## src/rtl/writeback_stage.sv

```systemverilog
// rtl/writeback_stage.sv - final pipeline stage: retire, replay nacked memory uops, or run the trap sequence
module writeback_stage #(
  parameter int XLEN    = 32,
  parameter int EX_W    = 4,
  parameter int FLAGS_W = 4
) (
  input  logic               clk,
  input  logic               rst_n,
  input  logic               in_valid,
  input  logic [XLEN-1:0]    in_pc,
  input  logic [4:0]         in_rd,
  input  logic [XLEN-1:0]    in_rd_val,
  input  logic               in_flags_valid,
  input  logic [FLAGS_W-1:0] in_flags,
  input  logic               in_ex_valid,
  input  logic [EX_W-1:0]    in_ex,
  input  logic               in_mem_nack,
  output logic               in_stall,
  input  logic [XLEN-1:0]    mtvec,
  output logic               rf_we,
  output logic [4:0]         rf_waddr,
  output logic [XLEN-1:0]    rf_wdata,
  output logic               flags_we,
  output logic [FLAGS_W-1:0] flags_wdata,
  output logic               csr_we,
  output logic               csr_sel,
  output logic [XLEN-1:0]    csr_wdata,
  output logic               flush,
  output logic               fetch_hold,
  output logic               redirect_valid,
  output logic [XLEN-1:0]    redirect_pc,
  output logic [63:0]        instret
);

  typedef enum logic [1:0] {IDLE, SAVE, CAUSE, REDIR} trapState_t;

  trapState_t         state, stateNext;
  logic               rValid, rFlagsValid, rExValid, rMemNack;
  logic [XLEN-1:0]    rPc, rRdVal, trapPc;
  logic [4:0]         rRd;
  logic [FLAGS_W-1:0] rFlags;
  logic [EX_W-1:0]    rEx, trapEx;
  logic [63:0]        instretQ;
  logic               takeTrap, doReplay, doRetire, drop, capture;

  assign takeTrap = rValid && (state == IDLE) && rExValid;
  assign doReplay = rValid && (state == IDLE) && !rExValid && rMemNack;
  assign doRetire = rValid && (state == IDLE) && !rExValid && !rMemNack;
  // A flush kills the younger uop arriving in the same cycle; traps also block intake until IDLE.
  assign drop     = flush || (state != IDLE);
  assign capture  = in_valid && !drop;
  assign in_stall = 1'b0;
  assign instret  = instretQ;

  always_ff @(posedge clk or negedge rst_n) begin
    if (!rst_n) begin
      rValid      <= 1'b0;
      rPc         <= '0;
      rRd         <= '0;
      rRdVal      <= '0;
      rFlagsValid <= 1'b0;
      rFlags      <= '0;
      rExValid    <= 1'b0;
      rEx         <= '0;
      rMemNack    <= 1'b0;
    end else begin
      rValid <= capture;
      if (capture) begin
        rPc         <= in_pc;
        rRd         <= in_rd;
        rRdVal      <= in_rd_val;
        rFlagsValid <= in_flags_valid;
        rFlags      <= in_flags;
        rExValid    <= in_ex_valid;
        rEx         <= in_ex;
        rMemNack    <= in_mem_nack;
      end
    end
  end

  always_ff @(posedge clk or negedge rst_n) begin
    if (!rst_n) begin
      state    <= IDLE;
      trapPc   <= '0;
      trapEx   <= '0;
      instretQ <= '0;
    end else begin
      state <= stateNext;
      if (takeTrap) begin
        trapPc <= rPc;
        trapEx <= rEx;
      end
      if (doRetire) instretQ <= instretQ + 64'd1;
    end
  end

  always_comb begin
    stateNext      = state;
    rf_we          = 1'b0;
    rf_waddr       = '0;
    rf_wdata       = '0;
    flags_we       = 1'b0;
    flags_wdata    = '0;
    csr_we         = 1'b0;
    csr_sel        = 1'b0;
    csr_wdata      = '0;
    flush          = 1'b0;
    fetch_hold     = 1'b0;
    redirect_valid = 1'b0;
    redirect_pc    = '0;
    unique case (state)
      IDLE: begin
        if (takeTrap) begin
          flush      = 1'b1;
          fetch_hold = 1'b1;
          stateNext  = SAVE;
        end else if (doReplay) begin
          flush          = 1'b1;
          redirect_valid = 1'b1;
          redirect_pc    = rPc;
        end else if (doRetire) begin
          rf_we       = (rRd != 5'd0);
          rf_waddr    = rRd;
          rf_wdata    = rRdVal;
          flags_we    = rFlagsValid;
          flags_wdata = rFlagsValid ? rFlags : '0;
        end
      end
      SAVE: begin
        csr_we     = 1'b1;
        csr_wdata  = trapPc;
        fetch_hold = 1'b1;
        stateNext  = CAUSE;
      end
      CAUSE: begin
        csr_we     = 1'b1;
        csr_sel    = 1'b1;
        csr_wdata  = {{(XLEN-EX_W){1'b0}}, trapEx};
        fetch_hold = 1'b1;
        stateNext  = REDIR;
      end
      REDIR: begin
        redirect_valid = 1'b1;
        redirect_pc    = mtvec;
        stateNext      = IDLE;
      end
      default: stateNext = IDLE;
    endcase
  end

endmodule

```

## config.mk

```make
export PLATFORM = sky130hd
export DESIGN_NAME = writeback_stage
export DESIGN_NICKNAME = d
export VERILOG_FILES = /design/src/rtl/writeback_stage.sv
export SDC_FILE = /design/constraint.sdc
export NUM_CORES = 1
export LEC_CHECK = 0
export CAP_MARGIN = 20
export CORE_ASPECT_RATIO = 1.2
export CORE_MARGIN = 2
export CORE_UTILIZATION = 25
export CTS_CLUSTER_SIZE = 8
export DETAILED_ROUTE_END_ITERATION = 10
export SLEW_MARGIN = 20
export SYNTH_ARGS = -nofsm -noshare
export SYNTH_HDL_FRONTEND = slang
export SYNTH_SLANG_ARGS = --single-unit
export TNS_END_PERCENT = 10
```

## constraint.sdc

```tcl
create_clock -name clk -period 3.4 [get_ports clk]
set_input_delay 0.51 -clock clk [delete_from_list [all_inputs] [get_ports clk]]
set_output_delay 0.51 -clock clk [all_outputs]
set_load 0.1 [all_outputs]
```

* Word level (Yosys, flattened, before mapping) *
Cells that the tools add are included.

word-level totals
  input port bits = 115
  output and inout port bits = 177
  register bits = 183

operators by class
  equality and inequality tests = 4
  muxes and demuxes = 36
  add/subtract/negate cells = 1
  reductions and logical operators = 14

operator list
  cell                   number
  $mux 32                6
  $pmux 32 s2            2
  $add 64x1->64 const B  1
  $mux 4                 5
  $mux 5                 4
  $mux 1                 15
  $pmux 2 s4             1
  $logic_and 1x1->1      6
  $reduce_bool 5->1      1
  $eq 2x2->1 const B     2
  $pmux 1 s2             2
  $logic_not 1->1        3
  $eq 2x1->1 const B     1
  $logic_not 2->1        1
  $mux 2                 1
  $ne 2x2->1 const B     1
  $reduce_bool 2->1      1
  $reduce_or 2->1        1
  $logic_or 1x1->1       1

* Depth between registers and ports, before layout *
Gate-level depths: netlist of run 1.

  word-level depth = 10
  mapped depth = 9
  depth with buffers taken out = 7

* Worst setup path before layout of run 1 *
OpenSTA, ideal clock, no wires.

  path type = reg2out
  start = register state[0]
  end = output port fetch_hold
  cell stages (with the launch flop) = 6
  setup slack = -0.281 ns
  required time = 2.890 ns
  arrival = 3.171 ns
  cells stage by stage = dfrtp_1 > inv_1 > ha_1 > clkbuf_1 > inv_1 > a21oi_1

between the ends
  longest elaborated chain between the ends = 5
  elaborated cells between the ends (all ways) = 8

RTL lines
  what                            line     source
  from (decl)                     37       trapState_t state, stateNext;
  from (signal assigned)          88       state <= stateNext;
  $logic_not 2->1                 46, 111
  $logic_and 1x1->1 (2 in a row)  46       assign takeTrap = rValid && (state == IDLE) && rExValid;
  $mux 1                          113      if (takeTrap) begin
  $pmux 1 s2 (*)                  111      unique case (state)
  to (decl)                       29       output logic fetch_hold,

Mark *: on every way between the ends. The rest lies on a longest branch, timed or not.

* Worst setup path after layout of run 1 *
  start = register state[0]
  end = output port redirect_pc[21]

between the ends
  longest elaborated chain between the ends = 7
  elaborated cells between the ends (all ways) = 9

RTL lines
  what                            line         source
  $logic_not 2->1                 46, 47, 111
  $logic_and 1x1->1               46, 47
  $logic_and 1x1->1 (2 in a row)  47           assign doReplay = rValid && (state == IDLE) && !rExValid && rMemNack;
  $mux 32                         117          end else if (doReplay) begin
  $mux 32                         113
  $pmux 32 s2 (*)                 111
  to (decl)                       31           output logic [XLEN-1:0] redirect_pc,

Marked as above.

==> results.yml, run 1 <==
worst_setup_path:
  start_kind: "flip-flop"
  arrival_ps: 2490
  ff2ff_setup_slack_ps: 810
  slowest_delay_ps: 410
  cp_num_buf_inv: 3
  slowest_stage: "buf_4"
  cp.required_ps: 2890
  crit_chain: "inv_1 > ha_2 > nand2_1 > nor3b_2 > buf_4 > a22oi_1 > nor2_1 > buf_12"
  crit_fanout: 33
  crit_type: "flip-flop to output pin"
  path_delay_family: "buffers and inverters"
  worst_setup_path_end_kind: "output pin"
drt:
  via_count: 6701
  drt_iter0_drc: 341
  drtPass1Iterations: 4
  via_per_inst: 4.534
  ant_nets: 0
  drcViolationCount: 0
  wire_per_inst_microns: 17.15
  wl_microns: 25350
sta:
  setup_viol: 0
  rsz0062_at_grt: "false"
  fin_crit_sh: 0.8823
  maxSlewHeadroom: 0.3437
  holdWs_ps: 140.8
  tightest_slew_ps: 981.3
  fmax_ghz: 0.3333
  finalCriticalPeriod_ps: 3000
  slew_viol_final: 0
  clock_skew_ps: 8.939
  hold_violations: 0
place:
  place_congestion: 0.8108
  portBuffers: 290
  dp_hpwl_microns: 18130
finish:
  diodes: 0
  nNetsFinal: 1136
  mostFrequentLayoutCells: "183 x dfrtp_1, 165 x clkdlybuf4s50_1, 115 x mux2_2"
  fillers: 3275
  final_util: 0.3964
  drive_gt1_frac: 0.2947
  layout_commonest_cell: "dfrtp_1"
  area_delta_synth_final_pct: 55.60
floorplan:
  ios: 292
  row_count: 73
  die_height_microns: 205.6
  initial_core_util: 0.2548
  die_area_sq_um: 35380
  core_sq_um: 33250
  die-width_microns: 172.0
cts:
  cts.hold.buffers_added: 0
  clk_path_buf_depth: 2
  clkLatencyLatePin_ps: 430
  numCtsBuffers: 17
  postCtsSetupBuffers: 0
  cts.repair.resized: 0
  clkTransAtPathRegs_ps: 80
  cts-root-buf: "clkbuf_16"
  cts.htree.levels: 4
  cts_tree: "done"
  clkSinkCount: 183
run:
  cap_violations: 0
grt:
  grt_usage: 0.1454
  gr-total-overflow: 0
  grt_max_degree: 86
  grt_pass1_vias: 6856
  grt_pass1_wl_microns: 39560
  antenna_found_initial: 1
synth:
  synthArstFlopShare: 1.000
  yosysWarnings: 0
  syn_nets: 853
  synth_ff_type: "dfrtp_1"
  synth_compound_area_frac: 0.03604
  avgSynthCellArea_sq_um: 11.57
  synth_cell_type_count: 31
  synth_cells: 732
  synth_top_family_by_area: "simple AND/OR/NAND/NOR gates"
  post_synth_mux_area_share: 0.1529
  ys_ff_latch: 183
  ys_seq_area_frac: 0.5406
  netlist_area_sq_um: 8471
  synthAdderAreaFrac: 0.008863
  synth-simple-area-share: 0.1713
  synth-edff-count: 0
  synth_xor_area_frac: 0.06514
power_and_ir_drop:
  p_leak_nw: 5.682
  finalPower_mw: 10.20
  irDropWorstVdd_v: 0.0007198
  p_per_area_nw_per_um2: 774.0
outcome:
  status: "finished, final reports clean"
min_path:
  hold_path_class: "input port to async pin"
## cell usage after synthesis (14+ instances only)
cell type	number	area [sq um]
dfrtp_1	183	4579
mux2_2	115	1295
nor2_1	60	225.2
and3_1	41	256.5
and2_1	40	250.2
xnor2_1	39	341.6
a22oi_1	36	270.3
clkbuf_1	36	135.1
nand2_1	32	120.1
nand3_1	30	150.1
xor2_1	24	210.2
nand4_1	20	125.1
nor3_1	14	70.07
## cell type report
type	instances	area [sq um]	area share
clock buffers	18	439.2	0.03332
clock inverters	14	116.4	0.008829
inverters	13	48.80	0.003702
multi-input cells	496	3731	0.2831
flip-flops and latches	183	4579	0.3474
well taps	450	563.0	0.04272
repair buffers	304	3702	0.2809
## power by group
group	switching (mW)	internal [mW]
Clock	0.949	0.977
Combinational	3.17	1.74
Sequential	0.458	2.91
## per-layer routing
metal,track usage,vias to the layer above,routed length (microns)
met2,0.2435,198,12900
li1,-,3125,-
met4,0.04622,2,374
met1,0.1793,3354,10440
met5,0,-,12
met3,0.04270,22,1630
## logic make-up after synthesis
| family | count (synthesis) |
|---|---|
| XOR/XNOR | 63 |
| adder cells (fa/ha/maj) | 6 |
| buffers and inverters | 53 |
| multiplexers | 115 |
| other | 1 |
| AO/OA/AOI/OAI | 43 |
| AND/OR/NAND/NOR | 268 |
| flip-flops | 183 |
## registers in the layout (all words and copies together) (netlist names)
name / cells
rFlagsValid: 1
trapPc: 32
rMemNack: 1
state: 2
rPc: 32
trapEx: 4
rRd: 5
instret: 64
rExValid: 1
rValid: 1
rRdVal: 32
rFlags: 4
rEx: 4
## per-stage QoR
stage	area [sq um]	setup TNS, ps	cells	setup slack, ps
floorplan	8489	-1936	732	-98.14
global placement	12620	0	1446	876.7
detailed placement	12620	0	1446	810.9
CTS	13180	0	1478	360.1
global route	13180	0	1478	178.6
finish	13180	0	1478	400.0
## worst paths after layout
| path | startpoint | cells after the start | endpoint |
|---|---|---|---|
| setup reg to reg | state[0] | 7 | instret[62] |
| setup / recovery | state[0] | 8 | redirect_pc[21] |
| min in group clk | instret[57] | 1 | instret[57] |
| max in group asynchronous | rst_n | 2 | rRdVal[29] |
| hold / removal | rst_n | 1 | instret[32] |
| hold reg to reg | instret[57] | 1 | instret[57] |
(Power assumes the default switching activity.)
==> run 2, diff against run 1 <==
--- a/config.mk
+++ b/config.mk
@@ -7,7 +7,7 @@
 export LEC_CHECK = 0
 export CAP_MARGIN = 20
 export CORE_ASPECT_RATIO = 1.2
-export CORE_MARGIN = 2
+export CORE_MARGIN = 10
 export CORE_UTILIZATION = 25
 export CTS_CLUSTER_SIZE = 8
 export DETAILED_ROUTE_END_ITERATION = 10
==> results.yml, run 2 (synthesis gave the netlist of run 1 again) <==
place:
  portBuffers: 290
  place_inst: 1446
  place_congestion: 0.7725
  placed_area_sq_um: 12570
  dp_hpwl_microns: 20570
  dp_slack_ps: 747.1
power_and_ir_drop:
  irDropWorstVdd_v: 0.0007664
  p_per_area_nw_per_um2: 789.7
  p_leak_nw: 5.709
  finalPower_mw: 10.40
sta:
  tns_ps: 0
  slew_viol_final: 0
  clock_skew_ps: 11.77
  hold_violations: 0
  maxSlewHeadroom: 0.3308
  rsz0062_at_grt: "false"
  finalCriticalPeriod_ps: 2957
  fmax_ghz: 0.3382
  postLayoutSetupSlackWorst_ps: 442.8
  setup_viol: 0
  tightest_slew_ps: 1001
  fin_crit_sh: 0.8698
cts:
  numCtsBuffers: 17
  cts_tree: "done"
  postCtsSetupBuffers: 0
  cts.repair.resized: 0
  clk_path_buf_depth: 2
  clkLatencyLatePin_ps: 440
  cts-root-buf: "clkbuf_16"
  cts.htree.levels: 4
  clkSinkCount: 183
  cts.hold.buffers_added: 0
  clkTransAtPathRegs_ps: 70
worst_setup_path:
  start_kind: "flip-flop"
  worst_setup_path_end_kind: "output pin"
  crit_type: "flip-flop to output pin"
  cp.depth: 8
  ff2ff_setup_slack_ps: 770
  crit_fanout: 33
  arrival_ps: 2450
  slowest_delay_ps: 410
  cp_num_buf_inv: 3
  crit_chain: "inv_1 > ha_2 > nand2_1 > nor3b_2 > buf_4 > a22oi_1 > nor2_1 > buf_12"
  path_delay_family: "buffers and inverters"
  slowest_stage: "dfrtp_1"
  r2r_cells: 8
  cp.required_ps: 2890
floorplan:
  die-width_microns: 188.0
  die_area_sq_um: 41680
  die_height_microns: 221.6
  initial_core_util: 0.2541
  row_count: 73
  ios: 292
  core_sq_um: 33340
drt:
  drt_iter0_drc: 319
  via_per_inst: 4.516
  ant_nets: 0
  drcViolationCount: 0
  drtPass1Iterations: 6
  via_count: 6675
  wl_microns: 27660
  wire_per_inst_microns: 18.71
outcome:
  status: "finished, final reports clean"
finish:
  nNetsFinal: 1136
  area_delta_synth_final_pct: 55.51
  layout_commonest_cell: "dfrtp_1"
  fin_area_sq_um: 13170
  mostFrequentLayoutCells: "183 x dfrtp_1, 160 x clkdlybuf4s50_1, 115 x mux2_2"
  drive_gt1_frac: 0.2996
  largest_reg_flops: 64
  diodes: 0
  fillers: 3218
  stdcell_count: 1478
grt:
  grt_pass1_vias: 6932
  antenna_found_initial: 1
  grt_usage: 0.1307
  gr-total-overflow: 0
  grt_pass1_wl_microns: 43040
  grt_max_degree: 92
min_path:
  hold_path_class: "input port to async pin"
run:
  cap_violations: 0
==> run 2: worst reg2reg max path, cell delays in order (launching register included) <==
cell	delay, ps
dfrtp_1	410
inv_1	130
ha_2	250
nand4bb_1	110
buf_4	180
or3_1	480
nor4_4	600
nand4_1	200
xnor2_1	160
==> run 2: layer usage <==
| layer | GRT usage | part of all wire |
|---|---|---|
| met1 | 0.1420 | 0.38 |
| met2 | 0.2286 | 0.52 |
| met3 | 0.05334 | 0.085 |
| met4 | 0.03605 | 0.013 |
| met5 | 0 | 0.00047 |
==> run 2: power by group <==
part | internal [mW] | switching (mW) | total [mW]
clock | 1.13 | 0.970 | 2.10
sequential | 2.90 | 0.471 | 3.38
combinational | 1.74 | 3.19 | 4.93
==> run 2: stage by stage <==
step	hold WS, ps	util
after floorplan	214.4	-
after global placement	478.5	0.3772
after detailed placement	484.0	0.3772
after CTS	32.78	0.3951
after global routing	50.04	0.3951
final	34.83	0.3951
==> run 2: cell type report <==
cell class              instances  area, sq um  area share
clock inverters                14        158.9     0.01206
repair buffers                304         3652      0.2773
multi-input cells             496         3731      0.2832
inverters                      13        48.80    0.003704
flip-flops and latches        183         4579      0.3476
well taps                     450        563.0     0.04274
clock buffers                  18        439.2     0.03334
==> run 2: path summary, 6_finish.rpt <==
kind | to | startpoint
setup / recovery | redirect_pc[1] | state[0]
hold / removal | instret[26] | rst_n
setup reg to reg | instret[62] | state[0]
hold reg to reg | instret[57] | instret[57]
max in group asynchronous | rPc[15] | rst_n
min in group clk | instret[57] | instret[57]
==> run 3, diff against run 2 <==
--- a/config.mk
+++ b/config.mk
@@ -11,6 +11,7 @@
 export CORE_UTILIZATION = 25
 export CTS_CLUSTER_SIZE = 8
 export DETAILED_ROUTE_END_ITERATION = 10
+export GPL_ROUTABILITY_DRIVEN = 0
 export SLEW_MARGIN = 20
 export SYNTH_ARGS = -nofsm -noshare
 export SYNTH_HDL_FRONTEND = slang
==> results of run 3 <==
The final DEF is identical to that of run 2; final timing and power are the same.
==> edit: new RTL, config.mk and constraints of run 3 <==
The parameter `FLAGS_W` goes from 4 to 6.
--- a/src/rtl/writeback_stage.sv
+++ b/src/rtl/writeback_stage.sv
@@ -2,7 +2,7 @@
 module writeback_stage #(
   parameter int XLEN    = 32,
   parameter int EX_W    = 4,
-  parameter int FLAGS_W = 4
+  parameter int FLAGS_W = 6
 ) (
   input  logic               clk,
   input  logic               rst_n,
Ports: changed (resized flags_wdata and in_flags); port bits go from 292 to 296. The function was not compared with the original's and may differ.
==> edit against run 3 <==
Final area grew 0.60%. Wire length shrank 0.56%. Synthesized area grew 1.7%. Worst setup slack lost 0.0016 ns. Sequential cell count grew 2. Critical path depth shrank 2. Worst hold slack gained 0.086 ns. Power shrank 0.91%. Sequential power grew 2%. Fmax is essentially flat. Largest power group unchanged.
==> edit: results (changes against run 3) <==
Setup path
  • Worst Path Arrival: 2.45 ns (about the same)
  • Reg2reg end: instret[60]$_DFFE_PN0N_ (was instret[62]$_DFFE_PN0N_)
  • CP max FO: 64 (was 33)
  • R2R setup slack: 0.91 ns (was 0.77 ns)
  • Crit path to: csr_wdata[3] (was redirect_pc[1])

Cells and area
  • Final nets: 1137 (was 1136)
  • Fraction of layout cells with a size suffix above 1: 0.315 (was 0.300)
  • Non-clk invs: 9 (was 13)
  • Diodes inserted: 1 (was 0)
  • Layout non-clock buf frac: 0.272 (was 0.277)
  • Sequential cell area share: 0.349 (was 0.348)
  • Fraction of area in multi-input gates: 0.288 (was 0.283)
  • Clock buf/inv share: 0.0449 (was 0.0454)
  • Comb_multi_in: 497 (was 496)
  • Filler cell count: 3337 (was 3218)
  • Area of the multi-input gates: 0.00381 mm2 (was 0.00373 mm2)

Power
  • Sequential power share: 0.336 (was 0.325)
  • Psw: 4.61 mW (was 4.63 mW)
  • PnR Total Power: 10.3 mW (was 10.4 mW)
  • Pleak: 5.89 nW (was 5.71 nW)
  • P_clk: 2.02 mW (was 2.10 mW)
  • Max VDD drop: 0.000394 V (was 0.000766 V)

GRT
  • First-pass GRT wire length: 43.1 mm (was 43.0 mm)
  • Vias in the first global route: 7098 (was 6932)
  • Met2 Track Usage GR: 0.227 (was 0.229)
  • M3 GR Usage: 0.0414 (was 0.0533)
  • Tot GR Track Use: 0.129 (was 0.131)
  • Initial antenna violation count: 2 (was 1)
  • GR Util met1: 0.146 (was 0.142)
  • Largest net degree at the start of global routing: 86 (was 92)

Detailed routing
  • Met3 wire len: 1.80 mm (was 2.34 mm)
  • Total Wirelength: 27.5 mm (was 27.7 mm)
  • Met2 Wirelength: 14.6 mm (was 14.4 mm)
  • Vias per cell: 4.46 (was 4.52)
  • Via count: 6621 (was 6675)
  • Post-route met1 wirelength: 10.8 mm (was 10.6 mm)
  • Drt pass-1 iters: 4 (was 6)
  • Detailed Route Iter0 Violations: 284 (was 319)

STA
  • Slew HR: 0.329 (was 0.331)
  • Setup Skew: 0.0132 ns (was 0.0118 ns)
  • Hold_ws: 0.121 ns (was 0.0348 ns)
  • Setup TNS: 0 ns (unchanged)
  • Highest Clock Rate: 338 MHz (about the same)

Synthesis
  • Synth Net Count: 852 (was 853)
  • Synthesized netlist cell count: 729 (was 732)
  • Synth top cells by count: 185 x dfrtp_1, 117 x mux2_2, 63 x nor2_1 (was 183 x dfrtp_1, 115 x mux2_2, 60 x nor2_1)
  • Netlist cell types: 35 (was 31)
  • Mapped Area: 0.00861 mm2 (was 0.00847 mm2)
  • Sequential area share after synthesis: 0.537 (was 0.541)
  • Dominant cells by area after synthesis: dfrtp_1 54%, mux2_2 15%, xnor2_1 3.3% (was dfrtp_1 54%, mux2_2 15%, xnor2_1 4.0%)

Placed design
  • Post-DP HPWL: 20.8 mm (was 20.6 mm)
  • Post-Place Worst Slack: 0.816 ns (was 0.747 ns)
  • Placed cells: 1451 (was 1446)
  • I/O Buffers: 294 (was 290)

Status
  • Status: finished clean (unchanged)

CTS
  • Clk sinks: 185 (was 183)
edit: cell types whose count changed in the layout (fill, tap and decap cells not counted), moves of 5 or more:
cell	run 3	this run
nand2_1	32	37
buf_4	66	75
clkinv_4	0	6
nor2_2	6	0
clkdlybuf4s50_1	160	153
nor2_1	54	63
xnor2_1	39	32
xor2_1	24	31
nand3_1	29	23
nor4_1	13	6
inv_6	8	2
edit: logic make-up after synthesis:
group	count (synthesis)	synth area share
adders and majority gates	6	0.00872
DFF	185	0.537
muxes	117	0.153
AOI/OAI and AO/OA	43	0.0354
xor gates and xnor gates	63	0.0641
other	1	0.000435
buffers and inverters	47	0.0230
and+or+nand+nor	267	0.178
edit: worst max-delay path: stages (launching register included):
cell and delay, ns:
dfrtp_1 0.37, inv_1 0.10, ha_2 0.32, buf_4 0.47
inv_1 0.29, nor2_1 0.25, buf_12 0.21
